File: config.mk
export PLATFORM = sky130hd
export DESIGN_NAME = inst_field_encoder
export DESIGN_NICKNAME = d
export VERILOG_FILES = /design/src/rtl/rv32_pkg.sv /design/src/rtl/inst_pack_comb.sv /design/src/rtl/inst_field_encoder.sv
export SDC_FILE = /design/constraint.sdc
export NUM_CORES = 1
export LEC_CHECK = 0
export BUFFER_PORTS_ARGS = -buffer_cell sky130_fd_sc_hd__buf_2
export CELL_PAD_IN_SITES_DETAIL_PLACEMENT = 1
export CELL_PAD_IN_SITES_GLOBAL_PLACEMENT = 2
export CORE_MARGIN = 5
export CORE_UTILIZATION = 29
export DETAILED_ROUTE_END_ITERATION = 8
export PLACE_DENSITY_LB_ADDON = 0.12
export SYNTH_ARGS = -nofsm -noshare
export SYNTH_HDL_FRONTEND = slang
export SYNTH_HIERARCHICAL = 1
export SYNTH_SLANG_ARGS = --single-unit
File: constraint.sdc
create_clock -name clk -period 2.4 [get_ports clk]
set_clock_uncertainty 0.15 [all_clocks]
set_input_delay 0.12 -clock clk [delete_from_list [all_inputs] [get_ports clk]]
set_output_delay 0.12 -clock clk [all_outputs]
set_load 0.05 [all_outputs]
File: src/rtl/rv32_pkg.sv
// Shared RV32I encoding types: format codes, opcodes, instruction word and field bundle.
// Optional build macro IMM_RANGE_CHECK_EN is consumed by inst_field_encoder, not here.
package rv32_pkg;

    localparam int REG_W = 5;

    typedef logic [31:0] inst_t;
    typedef logic [2:0]  fmt_t;

    localparam fmt_t FMT_R = 3'd0;
    localparam fmt_t FMT_I = 3'd1;
    localparam fmt_t FMT_S = 3'd2;
    localparam fmt_t FMT_B = 3'd3;
    localparam fmt_t FMT_U = 3'd4;
    localparam fmt_t FMT_J = 3'd5;

    localparam logic [6:0] OP_LUI    = 7'b0110111;
    localparam logic [6:0] OP_JAL    = 7'b1101111;
    localparam logic [6:0] OP_BRANCH = 7'b1100011;
    localparam logic [6:0] OP_STORE  = 7'b0100011;
    localparam logic [6:0] OP_IMM    = 7'b0010011;
    localparam logic [6:0] OP_REG    = 7'b0110011;

    typedef struct packed {
        fmt_t             fmt;
        logic [6:0]       opcode;
        logic [REG_W-1:0] rd;
        logic [REG_W-1:0] rs1;
        logic [REG_W-1:0] rs2;
        logic [2:0]       funct3;
        logic [6:0]       funct7;
        logic [31:0]      imm;
    } fields_t;

endpackage

File: src/rtl/inst_pack_comb.sv
// Pure combinational packer: field bundle -> RV32I word, flags illegal format codes.
// Fields a format does not use never reach the word.
module inst_pack_comb
    import rv32_pkg::*;
(
    input  fields_t fields,
    output inst_t   inst,
    output logic    fmt_err
);

    always_comb begin
        inst    = '0;
        fmt_err = 1'b0;
        case (fields.fmt)
            FMT_R: inst = {fields.funct7, fields.rs2, fields.rs1,
                           fields.funct3, fields.rd, fields.opcode};
            FMT_I: inst = {fields.imm[11:0], fields.rs1,
                           fields.funct3, fields.rd, fields.opcode};
            FMT_S: inst = {fields.imm[11:5], fields.rs2, fields.rs1,
                           fields.funct3, fields.imm[4:0], fields.opcode};
            FMT_B: inst = {fields.imm[12], fields.imm[10:5],
                           fields.rs2, fields.rs1, fields.funct3,
                           fields.imm[4:1], fields.imm[11], fields.opcode};
            FMT_U: inst = {fields.imm[31:12], fields.rd, fields.opcode};
            FMT_J: inst = {fields.imm[20], fields.imm[10:1], fields.imm[11],
                           fields.imm[19:12], fields.rd, fields.opcode};
            default: fmt_err = 1'b1;
        endcase
    end

endmodule

File: src/rtl/inst_field_encoder.sv
// RV32I field encoder with registered valid/ready output stage and one skid entry.
// Define IMM_RANGE_CHECK_EN to also flag immediates that do not fit their format.
module inst_field_encoder
    import rv32_pkg::*;
#(
    parameter int inst_width = 32,
    parameter int num_width  = 5,
    parameter int cnt_width  = 16
) (
    input  logic                  clk,
    input  logic                  rst,
    input  logic                  in_valid,
    output logic                  in_ready,
    input  logic [2:0]            in_fmt,
    input  logic [6:0]            in_opcode,
    input  logic [num_width-1:0]  in_rd,
    input  logic [num_width-1:0]  in_rs1,
    input  logic [num_width-1:0]  in_rs2,
    input  logic [2:0]            in_funct3,
    input  logic [6:0]            in_funct7,
    input  logic [31:0]           in_imm,
    output logic                  out_valid,
    input  logic                  out_ready,
    output logic [inst_width-1:0] out_inst,
    output logic                  out_err,
    output logic [cnt_width-1:0]  out_cnt
);

    fields_t fields;
    inst_t   packed_inst;
    logic    fmt_err;
    logic    new_err;

    always_comb begin
        fields.fmt    = in_fmt;
        fields.opcode = in_opcode;
        fields.rd     = in_rd;
        fields.rs1    = in_rs1;
        fields.rs2    = in_rs2;
        fields.funct3 = in_funct3;
        fields.funct7 = in_funct7;
        fields.imm    = in_imm;
    end

    inst_pack_comb u_pack (
        .fields  (fields),
        .inst    (packed_inst),
        .fmt_err (fmt_err)
    );

`ifdef IMM_RANGE_CHECK_EN
    logic imm_bad;

    // Upper bits must be a pure sign extension of the encodable field.
    always_comb begin
        imm_bad = 1'b0;
        case (in_fmt)
            FMT_I, FMT_S:
                imm_bad = in_imm[31:11] != {21{in_imm[11]}};
            FMT_B:
                imm_bad = (in_imm[31:12] != {20{in_imm[12]}}) | in_imm[0];
            FMT_J:
                imm_bad = (in_imm[31:20] != {12{in_imm[20]}}) | in_imm[0];
            FMT_U:
                imm_bad = in_imm[11:0] != 12'h000;
            default:
                imm_bad = 1'b0;
        endcase
    end

    assign new_err = fmt_err | imm_bad;
`else
    assign new_err = fmt_err;
`endif

    logic  skid_valid;
    inst_t skid_inst;
    logic  skid_err;
    logic  accept;
    logic  drain;
    logic  load_out;

    assign in_ready = !skid_valid;
    assign accept   = in_valid & in_ready;
    assign drain    = out_valid & out_ready;
    assign load_out = !out_valid | out_ready;

    always_ff @(posedge clk) begin
        if (rst) begin
            out_valid  <= 1'b0;
            out_inst   <= '0;
            out_err    <= 1'b0;
            skid_valid <= 1'b0;
            skid_inst  <= '0;
            skid_err   <= 1'b0;
            out_cnt    <= '0;
        end else begin
            if (load_out) begin
                // A full skid blocks accept, so it always wins the output slot.
                if (skid_valid) begin
                    out_valid  <= 1'b1;
                    out_inst   <= skid_inst;
                    out_err    <= skid_err;
                    skid_valid <= 1'b0;
                end else if (accept) begin
                    out_valid <= 1'b1;
                    out_inst  <= packed_inst;
                    out_err   <= new_err;
                end else begin
                    out_valid <= 1'b0;
                end
            end else if (accept) begin
                skid_valid <= 1'b1;
                skid_inst  <= packed_inst;
                skid_err   <= new_err;
            end
            if (drain) begin
                out_cnt <= out_cnt + 1'b1;
            end
        end
    end

endmodule
==> key figures <==
Setup path
  – CP arrival: 2.09 ns
  – Worst setup EP type: flop
  – Crit Path Max Fanout: 10
  – Crit path launch type: input port
  – Critical path class: in -> reg
  – CP required: ~2.5 ns

Floorplanning
  – Die H: 126 um
  – Starting Density: 0.296
  – Row count: 42
  – Top Ports: 122
  – Core Box Area: between 0.01 and 0.015 mm2
  – Die width: 126 um
  – Die area: approximately 0.016 mm2

Synth
  – EDFF count, synth: 0
  – Combinational family with the most area after synthesis: compound AO/OA/AOI/OAI gates
  – Net Count, Synth: around 540
  – Mux cell area share after synthesis: 0.101
  – Synth warn: 6
  – Share of the yosys chip area belonging to registers: 0.428
  – Share of the synthesized area in the top cell type: 0.428
  – Synth area leaders: dfxtp_1 43%, mux2i_1 9.2%, nand2_1 8.0%
  – Most used flip-flop cell after synthesis: dfxtp_1
  – Netlist cell types: between 40 and 50
  – Post-synthesis xor/xnor area fraction: 0.0245
  – Mapped Area: 0.00393 mm2
  – Adder-Cell Fraction of Synth Area: 0.00318
  – Mapped Cells: 470
  – Mean Syn Cell Area: between 8 and 9 um2
  – Simple-Gate Fraction of Synth Area: 0.187
  – Leading area contributor after synthesis: dfxtp_1
  – #FFs+latches synth: 84
  – Async SR Flop Fraction: 0
  – Compound-cell area share of the yosys netlist: 0.199

Clocking
  – Root Buffer: clkbuf_16
  – Clock Path Buffers: 2
  – Worst-Skew Late Latency: 0.34 ns
  – CTS Buf Count: 9
  – CTS tree: done
  – # H-tree levels: 3
  – Clk slew on worst S/H paths: 0.06 ns
  – CTS Sinks: between 80 and 90
  – Cts repair resizes: 0

STA
  – Fin. max-slew vios: 0
  – Max-slew headroom: 0.562
  – Endpoints failing setup: 0
  – Worst-margin pin slew: approximately 0.66 ns
  – Final period utilization: 0.819
  – Setup WS post-layout: 0.434 ns
  – Final Hold Vio Count: 0
  – Crit path time final: 1.97 ns
  – Final setup TNS: 0 ns
  – Max Fclk: 0.509 GHz
  – RSZ-0062 raised after global routing: no

Global route
  – Largest net degree at the start of global routing: 85
  – Vias in the first global route: between 3,000 and 4,000
  – Initial antenna violation count: 0
  – Total gr overflow: 0
  – First-pass GRT wire length: 19,600 um
  – GRT Total Usage: 0.151

Placement
  – Placer Congestion: between 0.7 and 0.8
  – Number of I/O port buffers: 121
  – Dpl hpwl: 8530 um
  – Pre-CTS setup slack: between 0.4 and 0.5 ns

Power
  – Worst vdd ir: approximately 0.00032 V
  – PwrDens: slightly below 700 mW/mm2
  – LEAKAGE: 1.99 nW

Routing
  – WL final: 11,900 um
  – Antenna viol nets, final: 0
  – Drt drc: 0
  – Total number of vias: 3,690
  – DR vias/cell: 4.86
  – DRT Pass-1 Iters: 4
  – DR WL/cell: 15.7 um
  – Initial DRC Count: around 170

Outcome
  – Outcome: finished, final reports clean

Layout
  – Number of diodes: 0
  – Commonest non-fill, non-tap cell in the layout: buf_2
  – Most frequent cells in the layout: 121 x buf_2, 84 x nand2_1, 83 x dfxtp_1, 47 x nor2_1, 39 x a21oi_1
  – Layout cells sized above 1: 0.269
  – FF/Latch Area: ~0.0017 mm2
  – Multi-input logic area: 0.00204 mm2
  – Layout area overhead: 26.8%
  – Final net count: 650
  – Final core utilization: 0.375
  – FILL cells: between 1,500 and 2,000

Min path
  – Hold/Removal Path Class: in -> reg

Run
  – MaxCap Viol Count: 0
==> critical path, stage by stage <==
cell           delay, ns
dlygate4sd3_1       0.54
buf_2               0.16
nor2b_1             0.31
and3_1              0.50
buf_4               0.26
nand2_1             0.07
a21oi_1             0.13
==> cells by family (layout without fill, tap and decap cells) <==
family | count (synthesis) | in the layout
XOR/XNOR | 11 | 11
AND/OR/NAND/NOR | 167 | 167
flip-flops | 84 | 84
AO/OA/AOI/OAI | 119 | 119
adder cells (fa/ha/maj) | 1 | 1
multiplexers | 39 | 39
buffers and inverters | 49 | 162
==> metrics by stage <==
stage	cell area, um2	hold slack, ns	std cells	power [mW]
3_5_place_dp	4670	0.298	740	2.13
4_1_cts	4990	0.00120	759	3.49
3_3_place_gp	4670	0.292	740	2.12
2_1_floorplan	3930	0.133	470	1.93
6_report	4990	0.0132	759	3.42
5_1_grt	4990	0.0141	759	3.60
==> cell type report <==
class                           instances  share of cell area
Multi-Input combinational cell        337               0.409
Clock buffer                           15              0.0557
Sequential cell                        84               0.337
Tap cell                              176              0.0442
Clock inverter                          1             0.00100
Timing Repair Buffer                  132               0.142
Inverter                               14              0.0105
==> cell usage after synthesis, types with 2 or more instances <==
cell and n:
dfxtp_1 84, nand2_1 84, nor2_1 48, a21oi_1 39, mux2i_1 36, a211oi_1 33
a22oi_1 16, clkbuf_1 16, inv_1 14, buf_1 9, o21ai_0 9, and2_1 7
o22ai_1 7, a22o_1 6, buf_2 6, xor2_1 6, nand3_1 5, xnor2_1 5
nor3_1 4, o2bb2ai_1 4, nand4_1 3, and4_1 2, clkbuf_8 2, mux2_2 2
nor2b_1 2, o31ai_1 2
==> metal layers <==
| metal | up-vias | GRT usage | share of wire |
|---|---|---|---|
| met3 | 10 | 0.0458 | 0.043 |
| met2 | 64 | 0.265 | 0.50 |
| li1 | 1865 | - | - |
| met5 | - | 0 | 0 |
| met4 | 0 | 0.0379 | 0.010 |
| met1 | 1751 | 0.181 | 0.44 |
==> power by group <==
| group | leakage [nW] | switching [mW] | internal, mW |
|---|---|---|---|
| sequential | 0.686 | 0.0332 | 1.46 |
| clock | 0.140 | 0.546 | 0.786 |
| combinational | 1.16 | 0.408 | 0.190 |
| total | 1.99 | 0.987 | 2.43 |
==> state kept, by name, summed over array words and instances (netlist names) <==
name and cells:
out_err 1, out_cnt 16, skid_err 1, out_valid 1, skid_valid 1, skid_inst 32, out_inst 32
==> final timing paths <==
kind         slack (ns)  cells after the start          start       endpoint
max reg2reg        0.44                      5      out_valid  skid_inst[16]
min                0.01                      5      in_rs1[3]  skid_inst[18]
max                0.43                      7      out_ready  skid_inst[16]
min reg2reg        0.30                      2  skid_inst[10]  skid_inst[10]
==> repair_timing <==
item	4_1_cts	5_1_grt
setup buffers	0	0
hold endpoints to repair	4	0
hold buffers	3	0
Note: power is estimated with default switching activity, not from simulation.
